File: src/rtl/seg_pkg.sv
// Shared seven-segment constants and encoder for the display blocks.
package seg_pkg;

  localparam int unsigned SEG_W     = 7;
  localparam int unsigned SEG_OUT_W = 9;

  localparam logic [SEG_W-1:0] SEG_0     = 7'h3F;
  localparam logic [SEG_W-1:0] SEG_1     = 7'h06;
  localparam logic [SEG_W-1:0] SEG_2     = 7'h5B;
  localparam logic [SEG_W-1:0] SEG_3     = 7'h4F;
  localparam logic [SEG_W-1:0] SEG_4     = 7'h66;
  localparam logic [SEG_W-1:0] SEG_5     = 7'h6D;
  localparam logic [SEG_W-1:0] SEG_6     = 7'h7D;
  localparam logic [SEG_W-1:0] SEG_7     = 7'h07;
  localparam logic [SEG_W-1:0] SEG_8     = 7'h7F;
  localparam logic [SEG_W-1:0] SEG_9     = 7'h6F;
  localparam logic [SEG_W-1:0] SEG_BLANK = 7'h00;

  // gfedcba, active-high; anything outside 0..9 is blanked
  function automatic logic [SEG_W-1:0] seg7_enc(input logic [3:0] d);
    case (d)
      4'd0:    seg7_enc = SEG_0;
      4'd1:    seg7_enc = SEG_1;
      4'd2:    seg7_enc = SEG_2;
      4'd3:    seg7_enc = SEG_3;
      4'd4:    seg7_enc = SEG_4;
      4'd5:    seg7_enc = SEG_5;
      4'd6:    seg7_enc = SEG_6;
      4'd7:    seg7_enc = SEG_7;
      4'd8:    seg7_enc = SEG_8;
      4'd9:    seg7_enc = SEG_9;
      default: seg7_enc = SEG_BLANK;
    endcase
  endfunction

endpackage

File: src/rtl/segment_timer_if.sv
// Button inputs and display outputs of the segment timer.
interface segment_timer_if #(
  parameter int unsigned LED_W = 8
);
  import seg_pkg::*;

  logic                 hold;
  logic                 clear;
  logic                 dir;
  logic [SEG_OUT_W-1:0] seg_led_1;
  logic [SEG_OUT_W-1:0] seg_led_2;
  logic [LED_W-1:0]     led;
  logic                 running;
  logic                 done;

  modport master (
    output hold, clear, dir,
    input  seg_led_1, seg_led_2, led, running, done
  );

  modport slave (
    input  hold, clear, dir,
    output seg_led_1, seg_led_2, led, running, done
  );

endinterface

File: src/rtl/bcd_digit.sv
// One mod-N up/down digit with synchronous load and a carry/borrow flag.
module bcd_digit #(
  parameter  int unsigned N = 10,
  localparam int unsigned W = $clog2(N)
) (
  input  logic         clk,
  input  logic         rst,
  input  logic         load,
  input  logic [W-1:0] load_val,
  input  logic         inc,
  input  logic         dec,
  output logic [W-1:0] q,
  output logic         wrap_out_c
);

  // Carry on the last step up, borrow on the step below zero
  assign wrap_out_c = (inc && (q == W'(N - 1))) || (dec && (q == '0));

  // Digit register: load beats inc, inc beats dec
  always_ff @(posedge clk) begin
    if (rst) begin
      q <= '0;
    end else if (load) begin
      q <= load_val;
    end else if (inc) begin
      q <= (q == W'(N - 1)) ? '0 : q + W'(1);
    end else if (dec) begin
      q <= (q == '0) ? W'(N - 1) : q - W'(1);
    end
  end

endmodule

File: src/rtl/segment_timer.sv
// mm:ss up/down timer with 7-seg seconds and an active-low minute LED bar.
module segment_timer
  import seg_pkg::*;
#(
  parameter int unsigned CLK_HZ  = 12_000_000,
  parameter int unsigned TICK_HZ = 1,
  parameter int unsigned MAX_MIN = 8,
  parameter int unsigned LED_W   = 8,
  parameter bit          WRAP    = 1'b0
) (
  input logic            clk,
  input logic            rst,
  segment_timer_if.slave bus
);

  localparam int unsigned DIV   = CLK_HZ / TICK_HZ;
  localparam int unsigned DIV_W = $clog2(DIV);
  localparam int unsigned MIN_W = $clog2(MAX_MIN + 1);
  localparam int unsigned SU_W  = $clog2(10);
  localparam int unsigned ST_W  = $clog2(6);

  logic                 hold_s1, hold_s2, hold_prev;
  logic                 clr_s1, clr_s2;
  logic                 running_q, done_q;
  logic [DIV_W-1:0]     div_q;
  logic [MIN_W-1:0]     min_q;
  logic [SU_W-1:0]      sec_u;
  logic [ST_W-1:0]      sec_t;
  logic [SEG_OUT_W-1:0] seg1_q, seg2_q;
  logic [LED_W-1:0]     led_q;

  logic             hold_rise_c, clr_c, dir_c, tick_c;
  logic             hit_c, at_term_c, term_c, load_c;
  logic [MIN_W-1:0] term_min_c, reload_min_c;
  logic             u_inc_c, u_dec_c, u_wrap_c;
  logic             t_inc_c, t_dec_c, t_wrap_c;

  // Step qualification and terminal detection for the current value
  always_comb begin
    hold_rise_c  = hold_s2 & ~hold_prev;
    clr_c        = clr_s2;
    dir_c        = bus.dir;
    tick_c       = running_q && (div_q == DIV_W'(DIV - 1));
    term_min_c   = dir_c ? '0 : MIN_W'(MAX_MIN);
    reload_min_c = dir_c ? MIN_W'(MAX_MIN) : '0;
    at_term_c    = (sec_u == '0) && (sec_t == '0) && (min_q == term_min_c);
    hit_c        = 1'b0;
    if (dir_c) begin
      hit_c = (min_q == '0) && (sec_t == '0) && (sec_u == SU_W'(1));
    end else begin
      hit_c = (min_q == MIN_W'(MAX_MIN - 1)) && (sec_t == ST_W'(5)) && (sec_u == SU_W'(9));
    end
    // A tick while already at terminal (after a dir flip) is treated as reaching it
    term_c = tick_c && (hit_c || at_term_c);
    load_c = clr_c || term_c;
  end

  // Kept as separate assigns so the carry chain through the digits stays acyclic
  assign u_inc_c = tick_c && !dir_c && !term_c;
  assign u_dec_c = tick_c && dir_c && !term_c;
  assign t_inc_c = u_inc_c && u_wrap_c;
  assign t_dec_c = u_dec_c && u_wrap_c;

  bcd_digit #(.N(10)) u_sec_u (
    .clk        (clk),
    .rst        (rst),
    .load       (load_c),
    .load_val   ('0),
    .inc        (u_inc_c),
    .dec        (u_dec_c),
    .q          (sec_u),
    .wrap_out_c (u_wrap_c)
  );

  bcd_digit #(.N(6)) u_sec_t (
    .clk        (clk),
    .rst        (rst),
    .load       (load_c),
    .load_val   ('0),
    .inc        (t_inc_c),
    .dec        (t_dec_c),
    .q          (sec_t),
    .wrap_out_c (t_wrap_c)
  );

  // Two-flop button synchronisers plus hold edge history
  always_ff @(posedge clk) begin
    if (rst) begin
      hold_s1   <= 1'b0;
      hold_s2   <= 1'b0;
      hold_prev <= 1'b0;
      clr_s1    <= 1'b0;
      clr_s2    <= 1'b0;
    end else begin
      hold_s1   <= bus.hold;
      hold_s2   <= hold_s1;
      hold_prev <= hold_s2;
      clr_s1    <= bus.clear;
      clr_s2    <= clr_s1;
    end
  end

  // Tick divider, parked at zero whenever the timer is not counting
  always_ff @(posedge clk) begin
    if (rst || clr_c || !running_q || tick_c) begin
      div_q <= '0;
    end else begin
      div_q <= div_q + DIV_W'(1);
    end
  end

  // Minutes: loads on clear/terminal, otherwise follows tens-of-seconds carry/borrow
  always_ff @(posedge clk) begin
    if (rst) begin
      min_q <= '0;
    end else if (clr_c) begin
      min_q <= reload_min_c;
    end else if (term_c) begin
      min_q <= WRAP ? reload_min_c : term_min_c;
    end else if (t_wrap_c && !dir_c) begin
      min_q <= min_q + MIN_W'(1);
    end else if (t_wrap_c && dir_c) begin
      min_q <= min_q - MIN_W'(1);
    end
  end

  // Run/stop control and the terminal pulse
  always_ff @(posedge clk) begin
    if (rst) begin
      running_q <= 1'b0;
      done_q    <= 1'b0;
    end else begin
      done_q <= !clr_c && term_c;
      if (clr_c) begin
        running_q <= 1'b0;
      end else if (term_c && !WRAP) begin
        running_q <= 1'b0;
      end else if (hold_rise_c) begin
        if (running_q) begin
          running_q <= 1'b0;
        end else if (WRAP || !at_term_c) begin
          running_q <= 1'b1;
        end
      end
    end
  end

  // Display registers, one cycle behind the digit state
  always_ff @(posedge clk) begin
    if (rst) begin
      seg1_q <= {2'b00, SEG_0};
      seg2_q <= {2'b00, SEG_0};
      led_q  <= '1;
    end else begin
      seg1_q <= {2'b00, seg7_enc(4'(sec_t))};
      seg2_q <= {2'b00, seg7_enc(4'(sec_u))};
      for (int i = 0; i < int'(LED_W); i++) begin
        led_q[i] <= !(i < int'(min_q));
      end
    end
  end

  assign bus.seg_led_1 = seg1_q;
  assign bus.seg_led_2 = seg2_q;
  assign bus.led       = led_q;
  assign bus.running   = running_q;
  assign bus.done      = done_q;

endmodule

File: src/flat_wrapper.sv
// flat-port wrapper written by rule: the top's interface ports become plain ports
module segment_timer_flat import seg_pkg::*;
#(
  parameter int unsigned CLK_HZ  = 12_000_000,
  parameter int unsigned TICK_HZ = 1,
  parameter int unsigned MAX_MIN = 8,
  parameter int unsigned LED_W   = 8,
  parameter bit          WRAP    = 1'b0
)
  (clk, rst, bus_hold, bus_clear, bus_dir, bus_seg_led_1, bus_seg_led_2, bus_led, bus_running, bus_done);
  segment_timer_if #(.LED_W(LED_W)) bus_i ();
  input logic clk;
  input logic rst;
  input wire logic [$bits(bus_i.hold)-1:0] bus_hold;
  input wire logic [$bits(bus_i.clear)-1:0] bus_clear;
  input wire logic [$bits(bus_i.dir)-1:0] bus_dir;
  output wire logic [$bits(bus_i.seg_led_1)-1:0] bus_seg_led_1;
  output wire logic [$bits(bus_i.seg_led_2)-1:0] bus_seg_led_2;
  output wire logic [$bits(bus_i.led)-1:0] bus_led;
  output wire logic [$bits(bus_i.running)-1:0] bus_running;
  output wire logic [$bits(bus_i.done)-1:0] bus_done;
  assign bus_i.hold = bus_hold;
  assign bus_i.clear = bus_clear;
  assign bus_i.dir = bus_dir;
  assign bus_seg_led_1 = bus_i.seg_led_1;
  assign bus_seg_led_2 = bus_i.seg_led_2;
  assign bus_led = bus_i.led;
  assign bus_running = bus_i.running;
  assign bus_done = bus_i.done;
  segment_timer #(.CLK_HZ(CLK_HZ), .TICK_HZ(TICK_HZ), .MAX_MIN(MAX_MIN), .LED_W(LED_W), .WRAP(WRAP)) u_core (.clk(clk), .rst(rst), .bus(bus_i));
endmodule
File: config.mk
export PLATFORM = sky130hd
export DESIGN_NAME = segment_timer_flat
export DESIGN_NICKNAME = d
export VERILOG_FILES = /design/src/rtl/seg_pkg.sv /design/src/rtl/segment_timer_if.sv /design/src/rtl/bcd_digit.sv /design/src/rtl/segment_timer.sv /design/src/flat_wrapper.sv
export SDC_FILE = /design/constraint.sdc
export NUM_CORES = 1
export LEC_CHECK = 0
export CORE_MARGIN = 2
export CORE_UTILIZATION = 40
export CTS_BUF_LIST = sky130_fd_sc_hd__clkbuf_8
export DETAILED_ROUTE_END_ITERATION = 8
export PLACE_DENSITY = 0.69
export SKIP_CTS_REPAIR_TIMING = 1
export SLEW_MARGIN = 5
export SYNTH_ARGS = -nofsm -noshare
export SYNTH_HDL_FRONTEND = slang
export SYNTH_SLANG_ARGS = --single-unit
File: constraint.sdc
create_clock -name clk -period 2.9 [get_ports clk]
set_clock_uncertainty 0.1 [all_clocks]
set_input_delay 0.58 -clock clk [delete_from_list [all_inputs] [get_ports clk]]
set_output_delay 0.58 -clock clk [all_outputs]
set_load 0.01 [all_outputs]
==> metrics.md, run 1 <==
| Metric | Value |
|---|---|
| Outcome | completed |
| CP max FO | 10 |
| Non-Filler Instances | about 510 |
| Fill count | roughly 740 |
| Leakage power | between 0.001 and 0.0015 µW |
| TritonCTS clock tree | yes |
| Via count | between 2k and 3k |
| Worst slew pin tran | around 600 ps |
| Vias per cell | 5.13 |
| Post-synth top flop | dfxtp_1 |
| Port Buffers | 28 |
| Clk sinks | 64 |
| RSZ-0062 raised after global routing | false |
| Layout Nets | ~420 |
| Worst hold slack | roughly 360 ps |
| Drt initial violations | between 100 and 150 |
| Initial Util | between 40% and 50% |
| Period minus WS final | around 2500 ps |
| Total grt overflow | 0 |
| Period utilization | between 80 and 90% |
| Post-Syn Instances | 371 |
| CTS root buf | clkbuf_8 |
| Data required time of the worst path | 3060 ps |
| Io pins | 33 |
| Post-synth EDFFs | 0 |
| Area growth, synth to finish | 17.7% |
| #FFs+latches synth | 64 |
| H-Tree Depth | 3 |
| CP endpoint kind | register |
| Max-Cap Viols | 0 |
| Die Y | between 90 and 100 µm |
| Max Clock Freq | 396 MHz |
| Routed Wire Length | around 6.3 mm |
| Synth top area cells | dfxtp_1 40%, ha_1 7.1%, nor2_1 5.3% |
| Final Hold Fails | 0 |
| Row Count | 32 |
| Layout cells sized above 1 | 9.43% |
| Chip Width | around 93 µm |
| Cell with the most instances after synthesis | dfxtp_1 |
| Total GRT Usage | 15.6% |
| Routed Antenna Nets | 0 |
| Yosys cell types | 55 |
| Vias in the first global route | approximately 2.4k |
| Power density over the cells | between 400 and 500 nW/µm² |
| Max-slew violation count | 0 |
| Initial antenna violation count | 0 |
| Cell Area, Synth | between 3000 and 4000 µm² |
| Relative slew slack | between 60% and 70% |
| Share of the synthesized area in the top cell type | approximately two fifths |
| Cts bufs inserted | 9 |
| DR WL/cell | around 12 µm |
| Diode count | 0 |
| Synth Area per Inst | between 8 and 9 µm² |
| DP Wirelength | 4.30 mm |
| Peak VDD IR | between 200 and 250 µV |
| Die area | 8700 µm² |
| Clock transition at path regs | roughly 70 ps |
| Top cell type by total area after synthesis | dfxtp_1 |
| Syn. warnings | 0 |
| Drt drc | 0 |
| First drt pass iteration count | 4 |
| CTS Buffer Depth | 2 |
| Min-Delay Path Class | register to register |
| FFs w/ async S/R, synth | 0% |
| Sequential area share after synthesis | ~40% |
| Commonest cells in the synthesized netlist | 64 x dfxtp_1, 45 x nor2_1, 22 x a21oi_1, 22 x nand2_1, 21 x nand3_1 |
| Area of the core | just under 8000 µm² |
| Cells after DPL | slightly below 500 |
| Placer Congestion | ~0.84 |
| Startpoint class of the critical path | register |
| First-pass GRT wire length | roughly 11 mm |
| Largest net degree at the start of global routing | 25 |
| Skew-Pair Late Insertion Delay | ~340 ps |
| TNS Setup | 0 ps |
| WS Path Type | register to register |
| Setup violators final | 0 |
| Crit path DAT | approximately 2700 ps |
## cell families after synthesis
family                   count (synthesis)  synth area share [%]
XOR/XNOR                                24                  6.60
buffers and inverters                   36                  4.87
multiplexers                             7                  2.24
other                                    1                 0.118
AND/OR/NAND/NOR                        160                  27.2
flip-flops                              64                  40.2
adder cells (fa/ha/maj)                 18                  7.07
AO/OA/AOI/OAI                           61                  11.7
## placed cells by master, fill, tap and decap left out, types with 3 or more instances in the layout
cell type and n:
nand4b_1 3, inv_1 16, ha_1 18, a211oi_1 3
a21oi_1 22, a21o_1 3, or3_1 5, nor2_1 45
xnor2_1 14, nand3b_1 3, nor3b_1 3, xor2_1 10
or2_2 7, conb_1 4, nand2_1 22, and3_1 5
mux2i_1 6, o21ai_0 19, nand4_1 6, nor2b_1 8
clkbuf_8 10, dfxtp_1 64, buf_4 6, nand3_1 21
nor3_1 10, clkdlybuf4s50_1 28, nand2b_1 5
## routing by layer
layer / routed length (µm) / up-vias / track usage (%)
li1: - / 1327 / -
met5: 0 / - / 0
met1: 3110 / 1193 / 21.3
met2: 2680 / 56 / 22.8
met3: 306 / 17 / 3.55
met4: 163 / 0 / 8.58
## stage by stage
step | worst slack (ps) | utilization [%] | area [µm²] | total power [µW]
after floorplan | 593 | - | 3200 | 953
after global placement | 236 | 46.0 | 3550 | 969
after detailed placement | 155 | 46.0 | 3550 | 969
after CTS | 411 | 48.5 | 3750 | 1730
after global routing | 170 | 48.5 | 3750 | 1780
final | 377 | 48.5 | 3750 | 1720
## area by class of cell
type	count	area [µm²]	share of cell area, %
flip-flops and latches	64	1280	34.2
multi-input cells	274	1760	47.0
clock inverters	6	60.1	1.60
well taps	102	128	3.40
repair buffers	34	325	8.68
inverters	15	56.3	1.50
clock buffers	10	138	3.67
## path summary, 6_finish.rpt
path | from | end | slack, ps | cells after the start
hold / removal | u_core.clr_s1 | u_core.clr_c | 360 | 1
setup reg to reg | u_core.u_sec_u.q[0] | u_core.min_q[3] | 380 | 8
hold reg to reg | u_core.clr_s1 | u_core.clr_c | 360 | 1
setup / recovery | u_core.u_sec_u.q[0] | u_core.min_q[3] | 380 | 8
## sequential cells by signal, summed over array words and instances (netlist names)
signal                cells
u_core.hold_prev          1
u_core.u_sec_t.q          3
u_core.hold_s1            1
u_core.bus.done           1
u_core.clr_c              1
u_core.hold_s2            1
u_core.u_sec_u.q          4
u_core.min_q              4
u_core.bus.running        1
u_core.div_q             24
u_core.bus.seg_led_2      7
u_core.bus.seg_led_1      7
u_core.clr_s1             1
u_core.bus.led            8
## worst max-delay path, stage by stage, from the launching register on
cell      delay (ps)
dfxtp_1          410
inv_1            180
ha_1             250
nor3b_2          410
nand3_1          240
o211ai_1         240
nand2_1          150
o2111a_1         270
o31ai_2          200
## power breakdown
part	internal (µW)	total, µW	leakage [µW]	switching (µW)
Sequential	885	889	0.000518	4.56
Combinational	28.5	60.3	0.000650	31.8
Clock	416	769	0.000103	354
Power figures use the tool's default switching activity.
==> run 2: changes to the inputs <==
--- a/config.mk
+++ b/config.mk
@@ -5,6 +5,7 @@
 export SDC_FILE = /design/constraint.sdc
 export NUM_CORES = 1
 export LEC_CHECK = 0
+export CORE_ASPECT_RATIO = 0.8
 export CORE_MARGIN = 2
 export CORE_UTILIZATION = 40
 export CTS_BUF_LIST = sky130_fd_sc_hd__clkbuf_8
==> run 2 against run 1 <==
  * Fmax hardly changed
  * Worst hold slack lost 19 ps
  * Utilization down 0.78 points
  * Highest routed layer unchanged
  * Global-route usage decreased by 0.39 points
  * Register-to-register slack improved by 30 ps
==> metrics.md, run 2 (same netlist as run 1, synthesis figures left out) <==
| Metric | Value |
|---|---|
| Io pins | 33 |
| DP Wirelength | approximately 4.4 mm |
| Place WS | between 60 and 70 ps |
| Post-route cell area | 3740 µm² |
| Vias per cell | slightly below 5 |
| Period utilization | roughly 87% |
| Cts bufs inserted | 9 |
| Skew-Pair Late Insertion Delay | ~330 ps |
| Final Worst Setup Slack | between 300 and 400 ps |
| Most frequent cells in the layout | 64 x dfxtp_1, 45 x nor2_1, 28 x clkdlybuf4s50_1 |
| CTS root buf | clkbuf_8 |
| Max Clock Freq | about 400 MHz |
| Area growth, synth to finish | 17.4% |
| Placer Congestion | roughly 0.94 |
| Die Y | 83.8 µm |
| Top reg by flops | u_core.div_q |
| Crit-path slowest cell | clkdlybuf4s50_1 |
| First-pass GRT wire length | 10.9 mm |
| Chip Width | about 100 µm |
| First drt pass iteration count | 4 |
| Relative slew slack | 63.0% |
| H-Tree Depth | 3 |
| Outcome | completed |
| WS Path Type | input port to register |
| Drt initial violations | 120 |
| Worst path top cell family by delay | compound AO/OA/AOI/OAI gates |
| CTS Buffer Depth | 2 |
| Worst R2R End | u_core.min_q[3] |
| Min-Delay Path Class | register to register |
| Crit path DAT | 2680 ps |
| Vias in the first global route | approximately 2.4k |
| Hold wc startpoint | u_core.hold_s1 |
| Clk sinks | 64 |
| Largest net degree at the start of global routing | 25 |
| Layout cells sized above 1 | slightly below 9% |
| Most common cell after layout, fill and taps aside | dfxtp_1 |
| Data required time of the worst path | around 3100 ps |
| TNS Setup | 0 ps |
| Max-slew violation count | 0 |
| Port Buffers | 28 |
| Setup violators final | 0 |
| R2R setup slack | ~410 ps |
| Worst r2r path cells | 7 |
| Final Hold Fails | 0 |
| Worst path max stage delay | 550 ps |
| Diode count | 0 |
| Initial antenna violation count | 0 |
| Area of the core | 7840 µm² |
| Peak VDD IR | ~200 µV |
| Row Count | 29 |
| Hold Path Depth | 1 |
| Routed Antenna Nets | 0 |
| Period minus WS final | 2520 ps |
| Startpoint class of the critical path | input port |
| Final core occ | a little under half |
| Power density over the cells | 443 nW/µm² |
| Critical path, cell by cell | clkdlybuf4s50_1, and4bb_2, nand3_1, o211ai_1, nand2_1, o2111a_1, o31ai_2 |
| Clock transition at path regs | around 60 ps |
| Hold EP | u_core.hold_s2 |
| Max-Cap Viols | 0 |
| TritonCTS clock tree | yes |
| Buf+Inv Stages, Crit Path | 1 |
| Area post-placement | between 3000 and 4000 µm² |
| DR WL/cell | 12.3 µm |
| Drt drc | 0 |
| Layout Nets | 422 |
| Total GRT Usage | around 15% |
| Tot Pwr | approximately 1700 µW |
| Die area | 8700 µm² |
| Worst slew pin tran | approximately 550 ps |
| Total grt overflow | 0 |
| RR Startpoint | u_core.div_q[0] |
| Initial Util | about two fifths |
| CP max FO | 6 |
| Leakage power | ~0.0013 µW |
| Via count | between 2k and 3k |
| Routed Wire Length | approximately 6.2 mm |
| RSZ-0062 raised after global routing | false |
| CP endpoint kind | register |
| Max FFs per register | 24 |
[run 2: how the worst max path moves through the flow]
stage                             start                  end  cells past startpoint
floorplan           u_core.u_sec_u.q[1]  u_core.u_sec_u.q[2]                      9
global placement                bus_dir      u_core.min_q[3]                      7
detailed placement              bus_dir      u_core.min_q[3]                      7
CTS                     u_core.div_q[0]      u_core.min_q[3]                      7
global route            u_core.div_q[0]      u_core.min_q[3]                      7
finish                          bus_dir      u_core.min_q[3]                      7
[run 2: metal layers]
metal | share of wire (%) | global-route usage, % | routed length [µm] | vias to the layer above
met3 | 4.4 | 4.92 | 274 | 6
met5 | 0 | 0 | 0 | -
met2 | 43 | 22.8 | 2680 | 54
met1 | 52 | 20.7 | 3220 | 1144
met4 | 1.2 | 5.65 | 72 | 0
li1 | - | - | - | 1323
[run 2: per-stage QoR]
| step | std cells | hold slack, ps |
|---|---|---|
| 2_1_floorplan | 374 | 314 |
| 3_3_place_gp | 496 | 322 |
| 3_5_place_dp | 496 | 321 |
| 4_1_cts | 509 | 336 |
| 5_1_grt | 509 | 349 |
| 6_report | 509 | 338 |
[run 2: cell type report]
cell class	count	area, µm²
fill	761	4100
multi-input combinational	274	1760
sequential	64	1280
timing repair buffer	35	333
clock buffer	10	138
tap	108	135
inverter	15	56.3
clock inverter	3	37.5
[run 2: power breakdown]
| group | switching, µW | internal (µW) | total, µW | leakage, µW |
|---|---|---|---|---|
| clock | 307 | 400 | 707 | 0.0000967 |
| combinational | 33.3 | 27.5 | 60.9 | 0.000655 |
| sequential | 4.46 | 885 | 890 | 0.000518 |
| total | 345 | 1310 | 1660 | 0.00127 |
==> run 3: changes to the inputs <==
--- a/config.mk
+++ b/config.mk
@@ -6,7 +6,6 @@
 export NUM_CORES = 1
 export LEC_CHECK = 0
 export CORE_ASPECT_RATIO = 0.8
-export CORE_MARGIN = 2
 export CORE_UTILIZATION = 40
 export CTS_BUF_LIST = sky130_fd_sc_hd__clkbuf_8
 export DETAILED_ROUTE_END_ITERATION = 8
==> run 3 against run 2 <==
  * Via count is 1.1% higher
  * Sequential share of layout area is 0.32 points lower
  * Final area is 0.94% higher
  * Sequential cell count stayed put
  * Sequential power hardly changed
  * Global-route usage is 1.3 points higher
  * Register-to-register slack worse by 90 ps
  * Critical endpoint unchanged
==> metrics.md, run 3 (same netlist as run 1, synthesis figures left out) <==
| Metric | Value |
|---|---|
| Fill count | approximately 730 |
| Final Hold Fails | 0 |
| Worst r2r path cells | 8 |
| Cells after DPL | roughly 490 |
| Layout cells sized above 1 | under 10% |
| Leakage power | between 0.001 and 0.0015 µW |
| DR WL/cell | about 12 µm |
| Period minus WS final | 2580 ps |
| Via count | 2555 |
| Worst R2R End | u_core.min_q[3] |
| Total GRT Usage | between 10% and 20% |
| Max-Cap Viols | 0 |
| WS Path Type | register to register |
| Initial antenna violation count | 0 |
| Drt initial violations | around 140 |
| Cts bufs inserted | 9 |
| Chip Width | ~100 µm |
| Area of the multi-input gates | 1760 µm² |
| Post-route cell area | 3780 µm² |
| CP endpoint kind | register |
| Crit path DAT | 2730 ps |
| Layout Nets | 421 |
| Worst slew pin tran | between 500 and 600 ps |
| Worst setup path start | u_core.u_sec_u.q[0] |
| Largest net degree at the start of global routing | 25 |
| Startpoint class of the critical path | register |
| Initial Util | a little over two fifths |
| Sequential Area | roughly 1300 µm² |
| Period utilization | 89.1% |
| Area growth, synth to finish | 18.5% |
| DP Wirelength | between 4 and 5 mm |
| Setup violators final | 0 |
| Area of the core | between 7000 and 8000 µm² |
| CP max FO | 10 |
| RR Startpoint | u_core.u_sec_u.q[0] |
| Non-Filler Instances | roughly 510 |
| TNS Setup | 0 ps |
| Clock transition at path regs | 70 ps |
| Min-Delay Path Class | register to register |
| Drt drc | 0 |
| Power density over the cells | 473 nW/µm² |
| Routed Antenna Nets | 0 |
| Peak VDD IR | 191 µV |
| Data required time of the worst path | approximately 3100 ps |
| Most frequent cells in the layout | 64 x dfxtp_1, 45 x nor2_1, 28 x clkdlybuf4s50_1 |
| Skew-Pair Late Insertion Delay | 330 ps |
| Diode count | 0 |
| Max FFs per register | 24 |
| Worst hold slack | 334 ps |
| Total grt overflow | 0 |
| Relative slew slack | 60.4% |
| CTS root buf | clkbuf_8 |
| Top reg by flops | u_core.div_q |
| Io pins | 33 |
| Die area | around 8300 µm² |
| Vias per cell | around 5 |
| R2R setup slack | 320 ps |
| Last element of the critical path | u_core.min_q[3] |
| Max Clock Freq | roughly 390 MHz |
| CTS Buffer Depth | 2 |
| Placer Congestion | approximately 0.89 |
| Max-slew violation count | 0 |
| TritonCTS clock tree | yes |
| Row Count | 28 |
| Vias in the first global route | 2309 |
| Outcome | completed |
| Clk sinks | 64 |
| H-Tree Depth | 3 |
| First drt pass iteration count | 4 |
| Routed Wire Length | about 6.2 mm |
| Port Buffers | 28 |
| Area post-placement | 3560 µm² |
| RSZ-0062 raised after global routing | false |
| Most common cell after layout, fill and taps aside | dfxtp_1 |
| First-pass GRT wire length | about 11 mm |
| Die Y | approximately 80 µm |
-- run 3: layer usage --
| layer | GRT usage (%) | up-vias | part of all wire, % |
|---|---|---|---|
| met5 | 0 | - | 0 |
| met4 | 6.52 | 0 | 1.5 |
| met3 | 4.68 | 7 | 5.0 |
| met2 | 25.6 | 68 | 43 |
| met1 | 21.7 | 1156 | 51 |
| li1 | - | 1324 | - |
-- run 3: how the worst min path moves through the flow --
| stage | endpoint | startpoint | cells after the start |
|---|---|---|---|
| floorplan | u_core.clr_c | u_core.clr_s1 | 1 |
| global placement | u_core.clr_c | u_core.clr_s1 | 1 |
| detailed placement | u_core.clr_c | u_core.clr_s1 | 1 |
| CTS | u_core.clr_c | u_core.clr_s1 | 1 |
| global route | u_core.clr_c | u_core.clr_s1 | 1 |
| finish | u_core.clr_c | u_core.clr_s1 | 1 |
-- run 3: area by class of cell --
type,count,share of cell area (%)
Clock buffer,10,3.64
Clock inverter,6,2.22
Inverter,15,1.49
Multi-Input combinational cell,274,46.6
Sequential cell,64,33.9
Tap cell,105,3.48
Timing Repair Buffer,34,8.61
-- run 3: where the power goes --
| part | switching (µW) | internal, µW |
|---|---|---|
| registers | 4.45 | 885 |
| clock network | 333 | 502 |
| logic | 33.2 | 27.6 |
-- run 3: critical path: stages, from the launching register on --
cell      delay, ps
dfxtp_1         410
inv_1           190
ha_1            260
nor3b_2         420
nand3_1         250
o211ai_1        230
nand2_1         160
o2111a_1        270
o31ai_2         210
-- run 3: metrics by stage --
| step | power, µW | utilization, % | setup slack (ps) |
|---|---|---|---|
| floorplan | 953 | - | 593 |
| global placement | 968 | 47.0 | 179 |
| detailed placement | 970 | 47.0 | 87.5 |
| CTS | 1810 | 49.9 | 360 |
| global route | 1860 | 49.9 | 145 |
| finish | 1790 | 49.9 | 316 |
